`config.mk`:
```
export PLATFORM = sky130hd
export DESIGN_NAME = turn_signal_flasher_flat
export DESIGN_NICKNAME = d
export VERILOG_FILES = /design/src/rtl/turn_signal_flasher_if.sv /design/src/rtl/turn_signal_flasher.sv /design/src/flat_wrapper.sv
export SDC_FILE = /design/constraint.sdc
export NUM_CORES = 1
export LEC_CHECK = 0
export CORE_MARGIN = 3
export CORE_UTILIZATION = 35
export CTS_CLUSTER_SIZE = 24
export DETAILED_ROUTE_END_ITERATION = 10
export HOLD_SLACK_MARGIN = 0.05
export PLACE_DENSITY = 0.57
export REMOVE_ABC_BUFFERS = 1
export SYNTH_ARGS = -nofsm -noshare
export SYNTH_HDL_FRONTEND = slang
export SYNTH_SLANG_ARGS = --single-unit
```
`constraint.sdc`:
```
create_clock -name clk -period 5.8 [get_ports clk]
set_input_delay 0.58 -clock clk [delete_from_list [all_inputs] [get_ports clk]]
set_output_delay 0.58 -clock clk [all_outputs]
set_load 0.005 [all_outputs]
```
`src/rtl/turn_signal_flasher_if.sv`:
```
// Lever/button inputs and lamp/click outputs of the turn signal flasher.
// master = lever/lamp side (drives the levers); slave = flasher.
interface turn_signal_flasher_if;
    logic sw_left;
    logic sw_right;
    logic btn_hazard;
    logic turn_left;
    logic turn_right;
    logic hazard_on;
    logic click;

    modport master (
        output sw_left, sw_right, btn_hazard,
        input  turn_left, turn_right, hazard_on, click
    );

    modport slave (
        input  sw_left, sw_right, btn_hazard,
        output turn_left, turn_right, hazard_on, click
    );
endinterface

```
`src/rtl/turn_signal_flasher.sv`:
```
// Turn signal / hazard flasher: sync, debounce, request arbitration and blink timer.
// Optional tap-to-comfort-blink behaviour is enabled by defining COMFORT_BLINK_EN.
module turn_signal_flasher #(
    parameter int HALF_PERIOD     = 25000000,
    parameter int DEBOUNCE_CYC    = 500000,
    parameter int TAP_CYC         = 25000000,
    parameter int COMFORT_FLASHES = 3
) (
    input  logic                   clk,
    input  logic                   rst,
    turn_signal_flasher_if.slave   bus
);

    localparam int CW = $clog2(HALF_PERIOD);
    localparam int DW = $clog2(DEBOUNCE_CYC + 1);
    localparam logic [CW-1:0] CNT_LAST = CW'(HALF_PERIOD - 1);
    localparam logic [DW-1:0] DB_LAST  = DW'(DEBOUNCE_CYC - 1);

`ifdef COMFORT_BLINK_EN
    localparam int HW = $clog2(TAP_CYC + 1);
    localparam int FW = $clog2(COMFORT_FLASHES + 1);
    localparam logic [HW-1:0] TAP_SAT = HW'(TAP_CYC);
    localparam logic [FW-1:0] FL_LAST = FW'(COMFORT_FLASHES - 1);
    localparam logic [FW-1:0] FL_MAX  = FW'(COMFORT_FLASHES);
`endif

    typedef enum logic [2:0] {
        S_IDLE,
        S_LEFT,
        S_RIGHT,
        S_HAZARD
`ifdef COMFORT_BLINK_EN
        ,
        S_COMFORT_L,
        S_COMFORT_R
`endif
    } state_t;

    logic [1:0]    r_sync_l, r_sync_r, r_sync_h;
    logic          w_l, w_r, w_h;
    logic          r_db, r_db_prev;
    logic [DW-1:0] r_db_cnt;
    logic          r_haz;
    logic          w_rise, w_haz_nxt;

    state_t        r_state, w_req, w_st_nxt;
    logic [CW-1:0] r_cnt, w_cnt_nxt;
    logic          r_phase, w_ph_nxt;
    logic          r_left, r_right, r_click;
    logic          w_left_nxt, w_right_nxt, w_click_nxt;
    logic          w_tc, w_cont;

`ifdef COMFORT_BLINK_EN
    logic [HW-1:0] r_hold, w_hold_nxt;
    logic [FW-1:0] r_flash, w_flash_nxt;
`else
    logic          w_unused_cfg;
    assign w_unused_cfg = ^{32'(TAP_CYC), 32'(COMFORT_FLASHES)};
`endif

    assign w_l = r_sync_l[1];
    assign w_r = r_sync_r[1];
    assign w_h = r_sync_h[1];

    always_ff @(posedge clk or posedge rst) begin
        if (rst) begin
            r_sync_l <= '0;
            r_sync_r <= '0;
            r_sync_h <= '0;
        end else begin
            r_sync_l <= {r_sync_l[0], bus.sw_left};
            r_sync_r <= {r_sync_r[0], bus.sw_right};
            r_sync_h <= {r_sync_h[0], bus.btn_hazard};
        end
    end

    always_ff @(posedge clk or posedge rst) begin
        if (rst) begin
            r_db      <= 1'b0;
            r_db_cnt  <= '0;
            r_db_prev <= 1'b0;
            r_haz     <= 1'b0;
        end else begin
            r_db_prev <= r_db;
            r_haz     <= w_haz_nxt;
            if (w_h != r_db) begin
                if (r_db_cnt == DB_LAST) begin
                    r_db     <= w_h;
                    r_db_cnt <= '0;
                end else begin
                    r_db_cnt <= r_db_cnt + 1'b1;
                end
            end else begin
                r_db_cnt <= '0;
            end
        end
    end

    // Decode sees the post-toggle latch so a hazard press outranks a same-cycle lever change.
    assign w_rise    = r_db & ~r_db_prev;
    assign w_haz_nxt = r_haz ^ w_rise;

    always_comb begin
        w_tc        = (r_cnt == CNT_LAST);
        w_cont      = 1'b0;
        w_cnt_nxt   = r_cnt;
        w_ph_nxt    = r_phase;
        w_click_nxt = 1'b0;
        w_left_nxt  = 1'b0;
        w_right_nxt = 1'b0;

        if (w_haz_nxt)
            w_req = S_HAZARD;
        else if (w_l && !w_r)
            w_req = S_LEFT;
        else if (w_r && !w_l)
            w_req = S_RIGHT;
        else
            w_req = S_IDLE;
        w_st_nxt = w_req;

`ifdef COMFORT_BLINK_EN
        w_hold_nxt  = '0;
        w_flash_nxt = r_flash;
        if (w_req == S_IDLE && !w_l && !w_r) begin
            case (r_state)
                S_LEFT:      if (r_hold < TAP_SAT) w_st_nxt = S_COMFORT_L;
                S_RIGHT:     if (r_hold < TAP_SAT) w_st_nxt = S_COMFORT_R;
                S_COMFORT_L,
                S_COMFORT_R: w_st_nxt = r_state;
                default:     ;
            endcase
        end
        // Comfort inherits the running timer; it ends as the last ON phase closes.
        if (w_st_nxt == S_COMFORT_L || w_st_nxt == S_COMFORT_R) begin
            w_cont = 1'b1;
            if (r_flash >= FL_MAX || (w_tc && r_phase && r_flash >= FL_LAST))
                w_st_nxt = S_IDLE;
        end
`endif
        if (w_st_nxt == r_state)
            w_cont = 1'b1;

        if (w_st_nxt == S_IDLE) begin
            w_cnt_nxt = '0;
            w_ph_nxt  = 1'b0;
`ifdef COMFORT_BLINK_EN
            w_flash_nxt = '0;
`endif
        end else if (!w_cont) begin
            w_cnt_nxt   = '0;
            w_ph_nxt    = 1'b1;
            w_click_nxt = 1'b1;
`ifdef COMFORT_BLINK_EN
            w_flash_nxt = '0;
`endif
        end else if (w_tc) begin
            w_cnt_nxt   = '0;
            w_ph_nxt    = ~r_phase;
            w_click_nxt = 1'b1;
`ifdef COMFORT_BLINK_EN
            if (r_phase && r_flash < FL_MAX)
                w_flash_nxt = r_flash + 1'b1;
`endif
        end else begin
            w_cnt_nxt = r_cnt + 1'b1;
        end

`ifdef COMFORT_BLINK_EN
        if (w_st_nxt == S_LEFT || w_st_nxt == S_RIGHT) begin
            if (!w_cont)
                w_hold_nxt = HW'(1);
            else if (r_hold < TAP_SAT)
                w_hold_nxt = r_hold + 1'b1;
            else
                w_hold_nxt = r_hold;
        end
`endif

        case (w_st_nxt)
            S_LEFT:      w_left_nxt  = w_ph_nxt;
            S_RIGHT:     w_right_nxt = w_ph_nxt;
            S_HAZARD: begin
                w_left_nxt  = w_ph_nxt;
                w_right_nxt = w_ph_nxt;
            end
`ifdef COMFORT_BLINK_EN
            S_COMFORT_L: w_left_nxt  = w_ph_nxt;
            S_COMFORT_R: w_right_nxt = w_ph_nxt;
`endif
            default:     ;
        endcase
    end

    always_ff @(posedge clk or posedge rst) begin
        if (rst) begin
            r_state <= S_IDLE;
            r_cnt   <= '0;
            r_phase <= 1'b0;
            r_left  <= 1'b0;
            r_right <= 1'b0;
            r_click <= 1'b0;
`ifdef COMFORT_BLINK_EN
            r_hold  <= '0;
            r_flash <= '0;
`endif
        end else begin
            r_state <= w_st_nxt;
            r_cnt   <= w_cnt_nxt;
            r_phase <= w_ph_nxt;
            r_left  <= w_left_nxt;
            r_right <= w_right_nxt;
            r_click <= w_click_nxt;
`ifdef COMFORT_BLINK_EN
            r_hold  <= w_hold_nxt;
            r_flash <= w_flash_nxt;
`endif
        end
    end

    assign bus.turn_left  = r_left;
    assign bus.turn_right = r_right;
    assign bus.hazard_on  = r_haz;
    assign bus.click      = r_click;

endmodule

```
`src/flat_wrapper.sv`:
```
// flat-port wrapper written by rule: the top's interface ports become plain ports
module turn_signal_flasher_flat 
#(
    parameter int HALF_PERIOD     = 25000000,
    parameter int DEBOUNCE_CYC    = 500000,
    parameter int TAP_CYC         = 25000000,
    parameter int COMFORT_FLASHES = 3
)
  (clk, rst, bus_sw_left, bus_sw_right, bus_btn_hazard, bus_turn_left, bus_turn_right, bus_hazard_on, bus_click);
  turn_signal_flasher_if bus_i ();
  input  logic clk;
  input  logic rst;
  input wire logic [$bits(bus_i.sw_left)-1:0] bus_sw_left;
  input wire logic [$bits(bus_i.sw_right)-1:0] bus_sw_right;
  input wire logic [$bits(bus_i.btn_hazard)-1:0] bus_btn_hazard;
  output wire logic [$bits(bus_i.turn_left)-1:0] bus_turn_left;
  output wire logic [$bits(bus_i.turn_right)-1:0] bus_turn_right;
  output wire logic [$bits(bus_i.hazard_on)-1:0] bus_hazard_on;
  output wire logic [$bits(bus_i.click)-1:0] bus_click;
  assign bus_i.sw_left = bus_sw_left;
  assign bus_i.sw_right = bus_sw_right;
  assign bus_i.btn_hazard = bus_btn_hazard;
  assign bus_turn_left = bus_i.turn_left;
  assign bus_turn_right = bus_i.turn_right;
  assign bus_hazard_on = bus_i.hazard_on;
  assign bus_click = bus_i.click;
  turn_signal_flasher #(.HALF_PERIOD(HALF_PERIOD), .DEBOUNCE_CYC(DEBOUNCE_CYC), .TAP_CYC(TAP_CYC), .COMFORT_FLASHES(COMFORT_FLASHES)) u_core (.clk(clk), .rst(rst), .bus(bus_i));
endmodule
```
Word-level counts from Yosys, hierarchy flattened
Cells that the tools add are included.
W data, S select, Z words.

storage, ports and cells
  register bits after elaboration = 60
  output and inout bits = 4
  logic and storage cells = 51
  input bits = 5

operators by class
  bitwise operators = 4
  muxes and demuxes = 17
  equal/unequal tests = 7
  $add $sub $neg = 2
  reductions and logical operators = 8

operators by type and width
  operator                 count
  $mux W25                 3
  $mux W19                 2
  $add A25 B1 Y25 const B  1
  $eq A25 B25 Y1 const B   1
  $add A19 B1 Y19 const B  1
  $eq A19 B19 Y1 const B   1
  $mux W1                  9
  $eq A3 B2 Y1 const B     2
  $mux W3                  2
  $reduce_or A2 Y1         2
  $eq A3 B1 Y1 const B     1
  $eq A3 B3 Y1             1
  $logic_not A3 Y1         1
  $logic_and A1 B1 Y1      2
  $logic_not A1 Y1         2
  $mux W2                  1
  $not A1 Y1               2
  $reduce_and A2 Y1        1
  $and A1 B1 Y1            1
  $ne A1 B1 Y1             1
  $xor A1 B1 Y1            1

Depth between registers and ports, before layout
Gate-level depths: netlist of run 1.

  depth in word-level cells = 10
  depth in mapped cells = 6
  depth with buffers taken out = 5

Least setup slack after synthesis of run 1
Ideal clock, no wire load.

  path type = register -> register
  start = reg u_core.r_cnt[15]
  end = reg u_core.r_cnt[2]
  path slack = 3.721 ns
  path buffers = 1
  data required time = 5.664 ns
  arrival = 1.943 ns
  clock period less this slack = 2.079 ns
  cell stages (with the launch flop) = 6
  library setup time = 0.136 ns
  cells stage by stage = dfrtp_1 -> or4b_1 -> or4_4 -> o32ai_4 -> buf_2 -> nor3_1

between the ends
  longest elaborated chain between the ends = 4

RTL lines
  item                     line                        source
  from (decl)              turn_signal_flasher.sv:47   logic [CW-1:0] r_cnt, w_cnt_nxt;
  from (signal assigned)   turn_signal_flasher.sv:209  r_cnt <= w_cnt_nxt;
  $eq A25 B25 Y1           turn_signal_flasher.sv:104  w_tc = (r_cnt == CNT_LAST);
  $mux W25                 turn_signal_flasher.sv:157  end else if (w_tc) begin
  $mux W25                 turn_signal_flasher.sv:150  end else if (!w_cont) begin
  $mux W25                 turn_signal_flasher.sv:144  if (w_st_nxt == S_IDLE) begin
  via u_core.w_cnt_nxt[2]  turn_signal_flasher.sv:47

The timed path passes the listed nets, and every way through them passes these cells.
A chain may end at the register's enable or synchronous reset.

Worst setup path in the final report of run 1
  start = reg u_core.r_cnt[15]
  end = reg u_core.r_cnt[21]

between the ends
  longest elaborated chain between the ends = 4
  elaborated cells between the ends (all ways) = 5
  classes of those cells = add/sub (1); eq/ne (1); mux (3)

RTL lines
  item                                               line
  $add A25 B1 Y25 or $eq A25 B25 Y1 (tied branches)  turn_signal_flasher.sv:166, turn_signal_flasher.sv:104
  $mux W25 *                                         turn_signal_flasher.sv:157
  $mux W25 *                                         turn_signal_flasher.sv:150
  $mux W25 *                                         turn_signal_flasher.sv:144
  via u_core.w_cnt_nxt[21]                           turn_signal_flasher.sv:47

The timed path passes the listed nets; every way through them passes the cells marked *.

==> results of run 1 <==
## metrics by stage
stage / worst slack, ps / cell area [um2] / total power, mW
6_report: 3400 / 3310 / 0.919
5_1_grt: 3280 / 3310 / 0.958
4_1_cts: 3370 / 3310 / 0.933
3_5_place_dp: 3380 / 3070 / 0.475
3_3_place_gp: 3440 / 3070 / 0.475
2_1_floorplan: 3690 / 2850 / 0.458
## flip-flops by register name, summed over array words and instances (netlist names)
| signal | count |
|---|---|
| u_core.r_sync_r | 2 |
| u_core.r_state | 2 |
| u_core.bus.turn_left | 1 |
| u_core.r_db_prev | 1 |
| u_core.bus.click | 1 |
| u_core.r_phase | 1 |
| u_core.r_db | 1 |
| u_core.r_sync_h | 2 |
| u_core.r_cnt | 25 |
| u_core.r_db_cnt | 19 |
| u_core.r_sync_l | 2 |
| u_core.bus.turn_right | 1 |
| u_core.bus.hazard_on | 1 |
## worst max path at each step
stage | end | depth (start not counted) | startpoint
floorplan | u_core.r_cnt[10] | 4 | u_core.r_cnt[15]
global route | u_core.r_cnt[3] | 4 | u_core.r_cnt[15]
finish | u_core.r_cnt[21] | 4 | u_core.r_cnt[15]
detailed placement | u_core.r_cnt[7] | 4 | u_core.r_cnt[15]
global placement | u_core.r_cnt[3] | 4 | u_core.r_cnt[15]
CTS | u_core.r_cnt[7] | 4 | u_core.r_cnt[15]
## power groups by stage
stage | Combinational [mW] | Clock [mW] | Sequential [mW]
after floorplan | 0.0266 | 0 | 0.431
after global placement | 0.0426 | 0 | 0.432
after detailed placement | 0.0430 | 0 | 0.432
after CTS | 0.0434 | 0.465 | 0.424
after global routing | 0.0477 | 0.484 | 0.426
final | 0.0415 | 0.453 | 0.424
## per-layer routing
metal  vias to the layer above  global-route usage (%)  wire (um)
li1                       1048                       -          -
met1                      1015                    16.2       2670
met2                        28                    22.2       2720
met3                        10                    3.53        155
met4                         0                    6.37        111
met5                         -                       0          0
## cells by family after synthesis
group	after synthesis
AND/OR/NAND/NOR	132
flip-flops	59
buffers and inverters	18
AO/OA/AOI/OAI	34
multiplexers	3
XOR/XNOR	30
adder cells (fa/ha/maj)	2
## final cells by class
cell class | instances | area (um2)
clock buffers | 11 | 141
clock inverters | 5 | 100
fillers | 788 | 4580
inverters | 9 | 33.8
multi-input cells | 201 | 1340
flip-flops and latches | 59 | 1480
well taps | 102 | 128
repair buffers | 9 | 87.6
## layout by cell type (no fill, tap or decap), types with 3 or more instances in the layout
cell type,instances
a211oi_1,9
a21oi_1,5
a31oi_1,3
and3_1,4
and4_1,4
bufinv_16,3
clkbuf_8,10
clkdlybuf4s50_1,8
dfrtp_1,59
inv_1,8
nand2_1,14
nand3_1,16
nand4_1,9
nor2_1,18
nor3_1,21
nor4_1,9
o21ai_0,4
o31ai_1,9
or2_2,3
or3_1,8
or4_1,12
xnor2_1,20
xor2_1,10
==> summary.txt, run 1 <==
status = finished, final reports clean
synthesized area = 0.00289 mm2
num ports = 9
Gate power share = 4.5%
setup TNS = 0 ps
Sw Ratio = 20.8%
fin crit period = 2400 ps
EDFF count, synth = 0
drt pass-1 iters = 4
r2r startpoint = u_core.r_cnt[15]
Post CTS Setup Buffer Count = 0
CTS Buffer Depth = 2
r2r setup slk = 3400 ps
Worst Hold Margin = 350 ps
Seq pwr share = 46.2%
syn avg cell area = 10.4 um2
die height = 96.9 um
fmax = 416 MHz
RR Endpoint = u_core.r_cnt[21]
crit end category = register
internal power = 0.728 mW
PostCTS Resize Cnt = 0
DR vias = 2101
grt ovf = 0
Critical Path RT = 5960 ps
Reg clk slew, reported paths = 70 ps
Synth async-reset ratio = 100%
largest family of logic cells by synthesized area = simple AND/OR/NAND/NOR gates
sequential-to-total area share from yosys stat = 51.1%
CP Data Arrival Time = 2570 ps
root buffer cell = clkbuf_8
area share of the largest cell type after synthesis = 51.1%
Hold Path Class = register to register
Ant. Diodes = 0
starting density of the core = 36.6%
GP Congestion = 0.828
unrepaired setup endpoints after global routing = false
hold wc startpoint = u_core.r_sync_h[0]
Final Cycle Share = 41.4%
Synth Register Bits = 59
slew of the pin with the lowest slew margin = 1000 ps
htree depth = 3
vias in the first global route = 2219
post-synthesis cell type count = 42
Post-synth top cells = dfrtp_1 (59), nor3_1 (21), xnor2_1 (20)
CTS tree = yes
Setup Skew = 5.48 ps
DRC Markers = 0
fin cells = 396
Relative slew margins = 33.1%
die area = 0.00938 mm2
Synth area leader = dfrtp_1
Psw = 0.191 mW
most common cell in the synthesized netlist = dfrtp_1
PortBufs = 8
largest net degree at the start of global routing = 60
Final Setup Violations = 0
CP cell instances = or4b_1 > or4_4 > o32ai_4 > a211oi_1
worst r2r path cells = 4
CP peak stage delay = 580 ps
Pleak = 1.25 nW
pwr dens = 278 mW/mm2
CP max-delay cell = o32ai_4
first-pass GRT wire length = 10400 um
Max FO, Critical Path = 25
Vias/cell = 5.31
Final Hold Vio Count = 0
Synth Instances = 278
TritonCTS sink count = 59
Rows = 32
area delta synth->final = 14.4%
initial antenna violation count = 0
die width = 96.9 um
Inserted Clock Buffers = 9
Synth Area in Simple Gates = 26.3%
clock network fraction of design power = 49.3%
final wirelength = 5660 um
WHS Endpoint = u_core.r_sync_h[1]
Hold Buf Count CTS = 0
Worst VDD drop = 0.000151 V
Ys Warns = 0
dpl cells = 380
DP Wirelength = 3700 um
Synth Area in Adders = 0.866%
cell family with most CP delay = simple AND/OR/NAND/NOR gates
post-layout util = 41.9%
crit start category = register
Synth Area in XOR/XNOR = 9.09%
max-slew violation count = 0
core area = 0.00789 mm2
WS Path Type = register to register
fraction of layout cells with a size suffix above 1 = 9.86%
hold path depth = 0
wire per inst = 14.3 um
DRT iter0 DRCs = 99
mux cell area share after synthesis = 1.13%
number of max-cap violations = 0
top post-synthesis cells by area = dfrtp_1 (51%), xnor2_1 (6.1%), nor3_1 (3.6%)
Final ANT Viol Nets = 0
Buf+Inv Stages, Crit Path = 0
Final #Nets = 296
Total Routing Usage GR = 13.4%
Synth Area in Compound Gates = 9.00%
Main synth FF type = dfrtp_1
worst-skew pair later-pin latency = 340 ps
Note: power is estimated with default switching activity, not from simulation.
==> inputs of run 2 (changes only) <==
- PLACE_DENSITY: 0.57 -> 0.59
- clock period: 5.8 -> 2 ns (I/O delays scaled with it)
==> run 2 against run 1 <==
The flow now finishes with violations (negative setup slack). Sequential power grew to 2.9 times the previous value. Global-route usage grew 0.58 points. Die area unchanged. Worst setup slack worse by 3500 ps. Clock-buffer cell count grew 2. Sequential share of layout area decreased by 4.7 points. Via count rose by 9.9%. Critical path type unchanged. Critical endpoint is now u_core.bus.turn_right.
==> summary.txt, run 2 (synthesis gave the netlist of run 1 again) <==
Inserted Clock Buffers = 9 (unchanged)
htree depth = 3 (unchanged)
area post-placement = 0.00337 mm2 (+9.8%)
fraction of layout cells with a size suffix above 1 = 26.9% (+17 points)
WS Path Type = register to register
status = finished, violations left
CTS tree = yes
Setup Skew = 9.56 ps (+4.08 ps)
DRT iter0 DRCs = 114 (+15%)
die width = 96.9 um (unchanged)
drt pass-1 iters = 5 (+1)
Buf+Inv Stages, Crit Path = 0 (unchanged)
Worst VDD drop = 0.000254 V (+68%)
crit start category = register
clock network fraction of design power = 43.7% (-5.6 points)
max reg flops = 25 (unchanged)
Largest Register = u_core.r_cnt
root buffer cell = clkbuf_8
final setup margin = -61.4 ps (-3460 ps)
Seq pwr share = 49.4% (+3.2 points)
largest net degree at the start of global routing = 26 (-57%)
fmax = 485 MHz (+17%)
cell area after layout = 0.00370 mm2 (+12%)
grt ovf = 0 (unchanged)
Sw Ratio = 22.9% (+2.1 points)
failing checks = negative setup slack
Relative slew margins = 68.6% (+36 points)
Total Routing Usage GR = 14.0% (+0.58 points)
CP peak stage delay = 560 ps (-20 ps)
Rows = 32 (unchanged)
fin crit period = 2060 ps (-342 ps)
DP Wirelength = 4380 um (+18%)
DR vias = 2309 (+9.9%)
worst-skew pair later-pin latency = 330 ps (about the same)
Reg clk slew, reported paths = 70 ps (about the same)
die height = 96.9 um (unchanged)
Ant. Diodes = 0 (unchanged)
core area = 0.00789 mm2 (unchanged)
Worst Hold Margin = 204 ps (-145 ps)
most common cell after layout, fill and taps aside = dfrtp_1
Max FO, Critical Path = 4 (-84%)
CP cell instances = or4b_1 > or4_4 > or3_4 > a31oi_1
Pleak = 1.45 nW (+16%)
Gate power share = 6.8% (+2.3 points)
TritonCTS sink count = 59 (unchanged)
first-pass GRT wire length = 10800 um (+3.9%)
Final ANT Viol Nets = 0 (unchanged)
Psw = 0.571 mW (+200%)
Final #Nets = 337 (+14%)
slew of the pin with the lowest slew margin = 471 ps (-533 ps)
pwr dens = 674 mW/mm2 (+140%)
Final Cycle Share = 103% (+62 points)
number of max-cap violations = 0 (unchanged)
unrepaired setup endpoints after global routing = true
CP Data Arrival Time = 2310 ps (-260 ps)
initial antenna violation count = 0 (unchanged)
area delta synth->final = 28.0%
num ports = 9 (unchanged)
Hold Path Class = primary input to async pin
crit end category = register
starting density of the core = 36.6% (unchanged)
DRC Markers = 0 (unchanged)
CTS Buffer Depth = 2 (unchanged)
GP Congestion = 0.771 (-6.9%)
Critical Path RT = 2240 ps (-3720 ps)
max-slew violation count = 0 (unchanged)
internal power = 1.92 mW (+160%)
final wirelength = 6440 um (+14%)
FILL cells = 722 (-8.4%)
wire per inst = 14.8 um (+3.4%)
Final Hold Vio Count = 0 (unchanged)
vias in the first global route = 2246 (+1.2%)
Largest regs = u_core.r_cnt: 25 flops, u_core.r_db_cnt: 19 flops
die area = 0.00938 mm2 (unchanged)
CP max-delay cell = or4_4
most frequent cells in the layout = dfrtp_1 (59), buf_4 (35), xnor2_1 (20), nor3_1 (20), nand3_1 (16)
Final Setup Violations = 40 (+40)
cell family with most CP delay = simple AND/OR/NAND/NOR gates
PortBufs = 8 (unchanged)
Vias/cell = 5.30 (-0.18%)
-- run 2: changes by cell type in the layout (fill, tap and decap cells not counted), moves of 2 or more --
cell       before  now
or3_4           1    3
a21oi_1         5    0
or4_1          12   10
nor2_1         18    6
nor2_2          0   11
or3_1           8    6
a21oi_2         0    5
or4_4           1    3
bufinv_16       3    1
buf_6           0    4
buf_4           1   35
buf_12          0    3
-- run 2: path summary, 6_finish.rpt --
kind / start / to / slack, ps / cells past startpoint
min in group clk: bus_sw_right / u_core.r_sync_r[0] / 310 / 1
max in group asynchronous: rst / u_core.r_cnt[8] / 1200 / 3
setup / recovery: u_core.r_cnt[17] / u_core.bus.turn_right / -60 / 4
hold / removal: rst / u_core.r_db_cnt[2] / 200 / 2
setup reg to reg: u_core.r_cnt[17] / u_core.bus.turn_right / -60 / 4
hold reg to reg: u_core.r_sync_h[0] / u_core.r_sync_h[1] / 350 / 0
-- run 2: per-layer routing --
layer  part of all wire [%]  up-vias  global-route usage (%)
met5                      0        -                       0
met4                    1.3        0                    5.29
met3                    3.5       11                    3.03
met2                     44       59                    20.2
met1                     51     1105                    20.5
li1                       -     1134                       -
-- run 2: per-stage QoR --
stage / setup slack [ps] / utilization, % / power, mW / setup TNS (ps) / std cells
2_1_floorplan: -109 / - / 1.33 / -3050 / 269
3_3_place_gp: -65.4 / 42.7 / 1.41 / -238 / 415
3_5_place_dp: -96.2 / 42.7 / 1.41 / -569 / 415
4_1_cts: -104 / 45.5 / 2.50 / -800 / 433
5_1_grt: -124 / 46.9 / 2.59 / -4090 / 436
6_report: -61.4 / 46.9 / 2.49 / -944 / 436
-- run 2: cell type report --
class	instances	area, um2	share of cell area [%]
clock buffers	13	159	4.29
clock inverters	2	35.0	0.947
inverters	9	33.8	0.913
multi-input cells	201	1420	38.4
flip-flops and latches	59	1480	39.9
well taps	102	128	3.45
repair buffers	50	448	12.1
-- run 2: repair_timing --
item,4_1_cts,5_1_grt
resized for setup,3,27
pin swaps,6,10
cloned,0,2
buffers inserted,3,1
hold buffers,0,0
setup endpoints to repair,38,48
-- run 2: worst reg2reg max path, stage by stage, from the launching register on --
cell and delay (ps):
dfrtp_1 380, or4b_1 510, or4_4 560, or3_4 390, a31oi_1 140
-- run 2: power by group through the flow --
stage	clock network, mW	registers (mW)	logic, mW
after global placement	0	1.25	0.157
final	1.09	1.23	0.170
after CTS	1.11	1.23	0.160
after global routing	1.17	1.24	0.187
after floorplan	0	1.25	0.0772
after detailed placement	0	1.25	0.159
==> inputs of run 3 (changes only) <==
- CTS_CLUSTER_DIAMETER: unset -> 40
- PLACE_DENSITY: 0.59 -> unset
==> run 3 against run 2 <==
The run still ends with negative setup slack left. Register-to-register slack worse by 30 ps. Critical path depth unchanged. Sequential power about the same. Via count down 2.3%. Combinational power down 9%. Clock power about the same. Cell area down 3.3%.
==> summary.txt, run 3 (synthesis gave the netlist of run 1 again) <==
status = finished, violations left
failing checks = negative setup slack
Ant. Diodes = 0 (unchanged)
Vias/cell = 5.29 (about the same)
fin crit period = 2090 ps (+31.6 ps)
worst r2r path cells = 4 (unchanged)
max reg flops = 25 (unchanged)
area post-placement = 0.00334 mm2 (-0.74%)
Critical Path RT = 2240 ps (about the same)
cell area after layout = 0.00358 mm2 (-3.3%)
Worst Hold Margin = 257 ps (+53.1 ps)
met1 usage = 19.4% (-1.1 points)
die area = 0.00938 mm2 (unchanged)
Pleak = 1.40 nW (-3.5%)
max-slew violation count = 0 (unchanged)
worst setup path start = u_core.r_cnt[17]
Hold Buf Count CTS = 0 (unchanged)
htree depth = 3 (unchanged)
Rows = 32 (unchanged)
gr busiest metal = met2
Final Setup Violations = 7 (-83%)
Post CTS Setup Buffer Count = 0 (-3)
Total Routing Usage GR = 13.6% (-0.41 points)
DRT iter0 DRCs = 138 (+21%)
DRC Markers = 0 (unchanged)
fin cells = 426 (-2.3%)
dpl ws = -102 ps (-5.99 ps)
Setup Skew = 10.6 ps (+1.07 ps)
r2r setup slk = -90 ps (-30 ps)
dpl cells = 410 (-1.2%)
slew of the pin with the lowest slew margin = 389 ps (-82.2 ps)
largest net degree at the start of global routing = 60 (+130%)
r2r startpoint = u_core.r_cnt[17]
vias in the first global route = 2237 (-0.40%)
Final Hold Vio Count = 0 (unchanged)
fraction of layout cells with a size suffix above 1 = 19.8% (-7.2 points)
Final #Nets = 326 (-3.3%)
final wirelength = 6070 um (-5.8%)
Final Cycle Share = 105% (+1.6 points)
CP cell instances = or4b_1 > or4_4 > or3_4 > a31oi_1
Worst Setup EP = u_core.bus.turn_left
Max FO, Critical Path = 4 (unchanged)
DP Wirelength = 4140 um (-5.3%)
DR vias = 2255 (-2.3%)
CTS Buffer Depth = 2 (unchanged)
CP Data Arrival Time = 2330 ps (+20 ps)
post-layout util = 45.3% (-1.6 points)
first-pass GRT wire length = 10500 um (-2.7%)
GP Congestion = 0.818 (+6.0%)
CP peak stage delay = 560 ps (about the same)
number of max-cap violations = 0 (unchanged)
die height = 96.9 um (unchanged)
root buffer cell = clkbuf_8
Hold Path Class = primary input to async pin
Reg clk slew, reported paths = 70 ps (about the same)
GR Layer Usage met2 = 20.1% (-0.16 points)
RR Endpoint = u_core.bus.turn_left
CP max-delay cell = or4_4
unrepaired setup endpoints after global routing = true
wire per inst = 14.2 um (-3.6%)
Largest Register = u_core.r_cnt
Largest regs = u_core.r_cnt: 25 flops, u_core.r_db_cnt: 19 flops
die width = 96.9 um (unchanged)
TritonCTS sink count = 59 (unchanged)
most frequent cells in the layout = dfrtp_1 (59), buf_4 (26), xnor2_1 (20), nor3_1 (20), nor2_1 (17)
crit start category = register
drt pass-1 iters = 4 (-1)
most common cell after layout, fill and taps aside = dfrtp_1
worst-skew pair later-pin latency = 330 ps (about the same)
grt ovf = 0 (unchanged)
Worst VDD drop = 0.000238 V (-6.4%)
Final ANT Viol Nets = 0 (unchanged)
fmax = 478 MHz (-1.5%)
core area = 0.00789 mm2 (unchanged)
area delta synth->final = 23.7%
crit end category = register
final setup margin = -93.0 ps (-31.6 ps)
WS Path Type = register to register
met3 GRT Util = 3.03% (unchanged)
CTS tree = yes
PortBufs = 8 (unchanged)
num ports = 9 (unchanged)
initial antenna violation count = 0 (unchanged)
starting density of the core = 36.6% (unchanged)
Inserted Clock Buffers = 9 (unchanged)
Relative slew margins = 73.3% (+4.8 points)
pwr dens = 689 mW/mm2 (+2.1%)
run 3: changes by cell type in the layout (fill, tap and decap cells not counted), sizes merged:
cell      change
buf          -11
clkbuf        -1
clkinvlp      +2
run 3: per-layer routing:
metal / part of all wire, % / routed length, um
met5: 0 / 0
met4: 1.3 / 76
met2: 46 / 2790
met1: 50 / 3040
met3: 2.6 / 160
run 3: cell type report:
class	instances	area [um2]
fillers	710	4310
flip-flops and latches	59	1480
multi-input cells	201	1380
repair buffers	39	367
clock buffers	12	145
well taps	102	128
clock inverters	4	50.0
inverters	9	33.8
run 3: through the flow:
stage | TNS, ps | power [mW]
2_1_floorplan | -3050 | 1.33
3_3_place_gp | -303 | 1.41
3_5_place_dp | -774 | 1.41
4_1_cts | -332 | 2.49
5_1_grt | -1850 | 2.55
6_report | -267 | 2.46
run 3: critical path: cells and delay by family, from the launching register on:
| kind | cells | cell delay, ps |
|---|---|---|
| compound gates | 1 | 160 |
| simple gates | 3 | 1480 |
| flops | 1 | 370 |
run 3: power by group:
part	total (mW)	internal (mW)	leakage, nW	switching, mW
sequential	1.23	1.22	0.801	0.0174
combinational	0.155	0.0646	0.506	0.0905
clock	1.07	0.608	0.0926	0.466
run 3: worst min-delay path by stage:
stage | end | start | depth (start not counted)
3_3_place_gp | u_core.r_sync_r[1] | u_core.r_sync_r[0] | 0
5_1_grt | u_core.r_db_cnt[4] | rst | 3
6_report | u_core.r_db_cnt[4] | rst | 3
2_1_floorplan | u_core.r_sync_h[0] | bus_btn_hazard | 0
4_1_cts | u_core.r_db_cnt[4] | rst | 3
3_5_place_dp | u_core.r_sync_r[1] | u_core.r_sync_r[0] | 0
run 3: what timing repair did:
| item | 4_1_cts | 5_1_grt |
|---|---|---|
| pin swaps | 7 | 1 |
| setup endpoints to repair | 41 | 38 |
| resized for setup | 5 | 5 |
